[config.mk]
export PLATFORM = sky130hd
export DESIGN_NAME = expmul_pipe_flat
export DESIGN_NICKNAME = d
export VERILOG_FILES = /design/src/rtl/expmul_pipe_if.sv /design/src/rtl/expmul_pipe.sv /design/src/flat_wrapper.sv
export SDC_FILE = /design/constraint.sdc
export NUM_CORES = 2
export LEC_CHECK = 0
export ABC_AREA = 1
export CORE_MARGIN = 3
export CORE_UTILIZATION = 40
export DETAILED_ROUTE_END_ITERATION = 6
export REMOVE_ABC_BUFFERS = 1
export SETUP_SLACK_MARGIN = 0.1
export SYNTH_ARGS = -nofsm -noshare
export SYNTH_HDL_FRONTEND = slang
export SYNTH_SLANG_ARGS = --single-unit
export TNS_END_PERCENT = 5
[constraint.sdc]
create_clock -name clk -period 11 [get_ports clk]
set_input_delay 1.1 -clock clk [delete_from_list [all_inputs] [get_ports clk]]
set_output_delay 1.1 -clock clk [all_outputs]
set_load 0.05 [all_outputs]
[src/rtl/expmul_pipe_if.sv]
// Valid/ready handshake bundle for expmul_pipe: one score pair plus N packed lanes in,
// N packed scaled lanes out.
interface expmul_pipe_if #(
  parameter int N  = 8,
  parameter int DW = 16
);
  logic            vld_in;
  logic            rdy_out;
  logic            vld_out;
  logic            rdy_in;
  logic [DW-1:0]   a_in;
  logic [DW-1:0]   b_in;
  logic [N*DW-1:0] v_in;
  logic [N*DW-1:0] v_out;

  // master is the upstream producer and downstream consumer side; slave is the block
  modport master (
    output vld_in, a_in, b_in, v_in, rdy_in,
    input  rdy_out, vld_out, v_out
  );

  modport slave (
    input  vld_in, a_in, b_in, v_in, rdy_in,
    output rdy_out, vld_out, v_out
  );
endinterface

[src/rtl/expmul_pipe.sv]
// Three-stage pipeline scaling N signed lanes by a base-2 approximation of exp(a - b),
// with a single global advance enable shared by all stages.
module expmul_pipe #(
  parameter int N       = 8,
  parameter int DW      = 16,
  parameter int FRAC    = 8,
  parameter int LOG2E_Q = 369
) (
  input  logic         clk,
  input  logic         rst,
  expmul_pipe_if.slave bus
);

  localparam int LW = $clog2(LOG2E_Q + 1) + 1;
  localparam int PW = DW + 1 + LW;
  localparam int IW = PW - FRAC;
  localparam int SW = FRAC + 1;
  localparam int MW = DW + SW + 1;
  localparam logic signed [LW-1:0] LOG2E = LW'(LOG2E_Q);

  logic            en;
  logic            s1_vld;
  logic [PW-1:0]   s1_u;
  logic [N*DW-1:0] s1_v;
  logic            s2_vld;
  logic [SW-1:0]   s2_scale;
  logic [N*DW-1:0] s2_v;
  logic            out_vld;
  logic [N*DW-1:0] out_v;

  assign en          = !out_vld || bus.rdy_in;
  assign bus.rdy_out = en;
  assign bus.vld_out = out_vld;
  assign bus.v_out   = out_v;

  logic signed [DW:0]   d;
  logic signed [DW:0]   d_neg;
  logic signed [PW-1:0] prod;
  logic signed [PW-1:0] u;

  // Positive differences saturate to exp(0) = 1.0, so u is never positive
  assign d     = {bus.a_in[DW-1], bus.a_in} - {bus.b_in[DW-1], bus.b_in};
  assign d_neg = d[DW] ? d : '0;
  assign prod  = PW'(d_neg) * PW'(LOG2E);
  assign u     = prod >>> FRAC;

  logic signed [IW-1:0] ip;
  logic [IW-1:0]        neg_ip;
  logic [FRAC-1:0]      fp;
  logic [SW-1:0]        scale;

  assign ip     = s1_u[PW-1:FRAC];
  assign fp     = s1_u[FRAC-1:0];
  assign neg_ip = -ip;

  // 2^u = 2^ip * (1 + fp/2^FRAC); shifts beyond the mantissa width flush to zero
  always_comb begin
    scale = '0;
    if (neg_ip <= IW'(FRAC + 1)) begin
      scale = {1'b1, fp} >> neg_ip;
    end
  end

  logic [N*DW-1:0]      v_next;
  logic signed [MW-1:0] scale_ext;

  assign scale_ext = {{(MW-SW){1'b0}}, s2_scale};

  for (genvar g = 0; g < N; g++) begin : g_lane
    logic signed [DW-1:0] lane;
    logic signed [MW-1:0] lane_ext;
    logic signed [MW-1:0] lane_prod;

    assign lane      = s2_v[g*DW +: DW];
    assign lane_ext  = {{(MW-DW){lane[DW-1]}}, lane};
    assign lane_prod = lane_ext * scale_ext;
    assign v_next[g*DW +: DW] = lane_prod[FRAC +: DW];
  end

  always_ff @(posedge clk) begin
    if (rst) begin
      s1_vld   <= 1'b0;
      s1_u     <= '0;
      s1_v     <= '0;
      s2_vld   <= 1'b0;
      s2_scale <= '0;
      s2_v     <= '0;
      out_vld  <= 1'b0;
      out_v    <= '0;
    end else if (en) begin
      s1_vld   <= bus.vld_in;
      s1_u     <= u;
      s1_v     <= bus.v_in;
      s2_vld   <= s1_vld;
      s2_scale <= scale;
      s2_v     <= s1_v;
      out_vld  <= s2_vld;
      out_v    <= v_next;
    end
  end

endmodule

[src/flat_wrapper.sv]
// flat-port wrapper written by rule: the top's interface ports become plain ports
module expmul_pipe_flat 
#(
  parameter int N       = 8,
  parameter int DW      = 16,
  parameter int FRAC    = 8,
  parameter int LOG2E_Q = 369
)
  (clk, rst, bus_vld_in, bus_a_in, bus_b_in, bus_v_in, bus_rdy_in, bus_rdy_out, bus_vld_out, bus_v_out);
  expmul_pipe_if #(.N(N), .DW(DW)) bus_i ();
  input  logic clk;
  input  logic rst;
  input wire logic [$bits(bus_i.vld_in)-1:0] bus_vld_in;
  input wire logic [$bits(bus_i.a_in)-1:0] bus_a_in;
  input wire logic [$bits(bus_i.b_in)-1:0] bus_b_in;
  input wire logic [$bits(bus_i.v_in)-1:0] bus_v_in;
  input wire logic [$bits(bus_i.rdy_in)-1:0] bus_rdy_in;
  output wire logic [$bits(bus_i.rdy_out)-1:0] bus_rdy_out;
  output wire logic [$bits(bus_i.vld_out)-1:0] bus_vld_out;
  output wire logic [$bits(bus_i.v_out)-1:0] bus_v_out;
  assign bus_i.vld_in = bus_vld_in;
  assign bus_i.a_in = bus_a_in;
  assign bus_i.b_in = bus_b_in;
  assign bus_i.v_in = bus_v_in;
  assign bus_i.rdy_in = bus_rdy_in;
  assign bus_rdy_out = bus_i.rdy_out;
  assign bus_vld_out = bus_i.vld_out;
  assign bus_v_out = bus_i.v_out;
  expmul_pipe #(.N(N), .DW(DW), .FRAC(FRAC), .LOG2E_Q(LOG2E_Q)) u_core (.clk(clk), .rst(rst), .bus(bus_i));
endmodule
==> impl_results.md <==
- Outcome: finished clean
- Startpoint types: input pin
- Leading area contributor after synthesis: fa_1
- Fin nets: 9642
- Die W: 392.7 µm
- Area Growth Syn to Fin: 10.19%
- Worst EP required: 11.54 ns
- Most area-consuming cells after synthesis: fa_1 (32%), dfxtp_1 (14%), inv_1 (14%), ha_1 (10%), nand2_1 (9.8%)
- Fin. Hold Viols: 0
- Fillers: between 15000 and 20000
- Top FF cell, synth: dfxtp_1
- CTS HTree Levels: 2
- Rows: 141
- Multi-input logic area: 0.04189 mm²
- Syn avg cell area: 7.426 µm²
- CP max FO: 25
- Ports: between 200 and 300
- Synth Area in Compound Gates: 0.09373
- Overall Global Routing Usage: 0.2022
- Final Cell Area: 0.06591 mm²
- Number of enable flip-flop cells after synthesis: 0
- Die area: between 0.15 and 0.2 mm²
- Most common cell in the netlist: inv_1
- CTS tree: done
- DRC marker count from the first detailed-route iteration: ~2400
- Most frequent CP cell: nand2_1
- Number of detailed-route iterations in the first pass: 7
- Placer Congestion: 0.8845
- Combinational family with the most area after synthesis: adder cells
- Clk buf depth: 3
- Vias in the first global route: a little over 50000
- Slew HR: 0.2874
- DP Area: about 0.064 mm²
- Tmin final: 7.999 ns
- Slew @ Worst Pin: approximately 1.1 ns
- Antenna Nets Post-Route: 0
- FF-to-FF Start: u_core.s2_scale[1]
- Total area of sequential cells: 0.008342 mm²
- Power per cell area: 86.11 mW/mm²
- Post-synthesis adder-cell area fraction: 0.4205
- Cts bufs inserted: 57
- Non-Filler Instances: 10022
- # Post-CTS Setup Buffers: 0
- Worst setup startpoint: bus_a_in[0]
- Via/cell ratio: 4.797
- Final Cycle Share: 0.7272
- Initial antenna violation count: 1
- HP Start: u_core.s1_v[103]
- CP arrival: between 8 and 9 ns
- Worst path max stage delay: ~1.1 ns
- Layout cell share with drive strength beyond 1: 0.02583
- Effective utilization at floorplan: 0.4037
- CTS Sinks: 415
- XOR/XNOR Fraction of Synth Area: 0.01757
- YS warnings: 0
- Peak VDD IR: 0.0001366 V
- DRT Wirelength: 151300 µm
- Pre-CTS WS: 2.255 ns
- Chip height: between 300 and 400 µm
- Post-synth ARST share: 0
- Yosys top cell area share: 0.3209
- Detailed Place HPWL: around 110000 µm
- DR WL/cell: between 15 and 20 µm
- DRC viols: 0
- Core area: 0.1482 mm²
- Resized Gates After CTS: 0
- Sequential-to-total area share from yosys stat: 0.1389
- Placed insts: 9914
- Unrepaired setup endpoints after global routing: false
- Total grt overflow: 0
- Hold bufs inserted after CTS: 0
- LEAKAGE: 0.03987 µW
- First-pass GRT wire length: 256000 µm
- Skew-Pair Late Insertion Delay: 0.66 ns
- Setup CP Type: in2reg
- Vias: 48073
- Hold crit path type: reg2reg
- Crit end category: flop
- Number of max-cap violations: 0
- Seq cells post-synth: roughly 420
- Area of the mapped netlist: 0.05982 mm²
- Synth cell types: 58
- Util after Layout: 0.4448
- Final setup fails: 0
- Max Fclk: between 100 and 150 MHz
- Reg clk slew, reported paths: 0.06 ns
- Crit path setup slack, layout: about 3.0 ns
- Pin count of the biggest net entering global routing: 169
- Final Max Slew Viols: 0
- Simple-Gate Fraction of Synth Area: 0.1682
- Clock root cell: clkbuf_16
- Port bufs: 293
- Clock skew: 0.02538 ns
- Syn Inst Count: around 8100
- Synth cell count leaders: inv_1 (2153), nand2_1 (1555), fa_1 (959)
- Slowest CP cell: nor3_1
- Post-synthesis mux area share: 0
## per-layer routing
metal  GRT usage  wire length [µm]  vias up  share of wire
li1            -                 -    23716              -
met1      0.2646             68120    23241           0.45
met2      0.3434             70960      912           0.47
met3     0.03041              7245      202          0.048
met4     0.06329              4937        2          0.033
met5           0                 7        -       0.000046
## path summary, 6_finish.rpt
kind	slack [ns]	cells past startpoint	endpoint
hold / removal	0.48	2	u_core.s1_v[103]
setup reg to reg	4.60	24	u_core.bus.v_out[93]
setup / recovery	3.00	32	u_core.s1_u[14]
hold reg to reg	0.48	2	u_core.s1_v[103]
## layout by cell type (no fill, tap or decap), types with 7 or more instances in the layout
cell	Yosys	routed
xor2_1	63	63
o21bai_1	37	37
o221ai_1	12	12
clkdlybuf4s50_1	0	293
inv_6	0	8
o21ai_1	10	10
clkbuf_1	296	11
inv_2	13	11
ha_1	476	476
o21a_1	16	16
nand2_1	1555	1555
clkinv_2	0	9
nor3_1	38	38
inv_1	2153	2153
o21ai_0	443	443
xnor2_1	57	57
a211oi_1	8	8
or2_2	20	20
a31oi_1	7	7
dfxtp_1	415	406
buf_4	1	20
clkbuf_16	0	58
a21o_1	15	15
nor4_1	7	7
nor2_1	711	710
nand3_1	134	134
nand2_2	9	9
nand4_1	31	31
nand3b_1	8	8
fa_1	959	959
a21oi_1	304	304
o211ai_1	85	85
a221oi_1	7	7
dfxtp_4	0	9
## flip-flops by register name (all words and copies together), names as in the netlist
register and count:
u_core.s1_vld 1, u_core.bus.v_out 128, u_core.s2_v 128, u_core.s1_u 19, u_core.bus.vld_out 1, u_core.s2_scale 9, u_core.s1_v 128, u_core.s2_vld 1
## per-stage QoR
step / hold WS (ns) / setup TNS [ns] / total power (µW)
floorplan: 0.4411 / -4629.95 / 3279
global placement: 0.4572 / 0 / 3806
detailed placement: 0.4660 / 0 / 3818
CTS: 0.4796 / 0 / 5792
global route: 0.4942 / 0 / 6188
finish: 0.4758 / 0 / 5676
## report_power, final
| group | total, µW | leakage (µW) | switching (µW) | internal, µW |
|---|---|---|---|---|
| logic | 2000 | 0.0355 | 1240 | 761 |
| clock network | 1910 | 0.000935 | 784 | 1120 |
| registers | 1770 | 0.00342 | 159 | 1610 |
## area by class of cell
class / count / share of cell area
Antenna cell: 2 / 0.00007593
Clock inverter: 33 / 0.005524
Inverter: 2167 / 0.1236
Tap cell: 1930 / 0.03664
Sequential cell: 415 / 0.1266
Clock buffer: 73 / 0.02348
Multi-Input combinational cell: 5083 / 0.6355
Timing Repair Buffer: 319 / 0.04860
## cell families (layout without fill, tap and decap cells)
family                   after synthesis  in the layout
XOR/XNOR                             120            120
adder cells (fa/ha/maj)             1435           1435
flip-flops                           415            415
AND/OR/NAND/NOR                     2540           2540
other                                  1              3
buffers and inverters               2558           2592
AO/OA/AOI/OAI                        987            987
## worst max-delay path: cells and delay by family
| family | cells | cell delay [ns] |
|---|---|---|
| AND/OR/NAND/NOR | 14 | 2.19 |
| AO/OA/AOI/OAI | 5 | 0.93 |
| adder cells (fa/ha/maj) | 8 | 2.97 |
| buffers and inverters | 5 | 1.34 |
(Power assumes the default switching activity.)
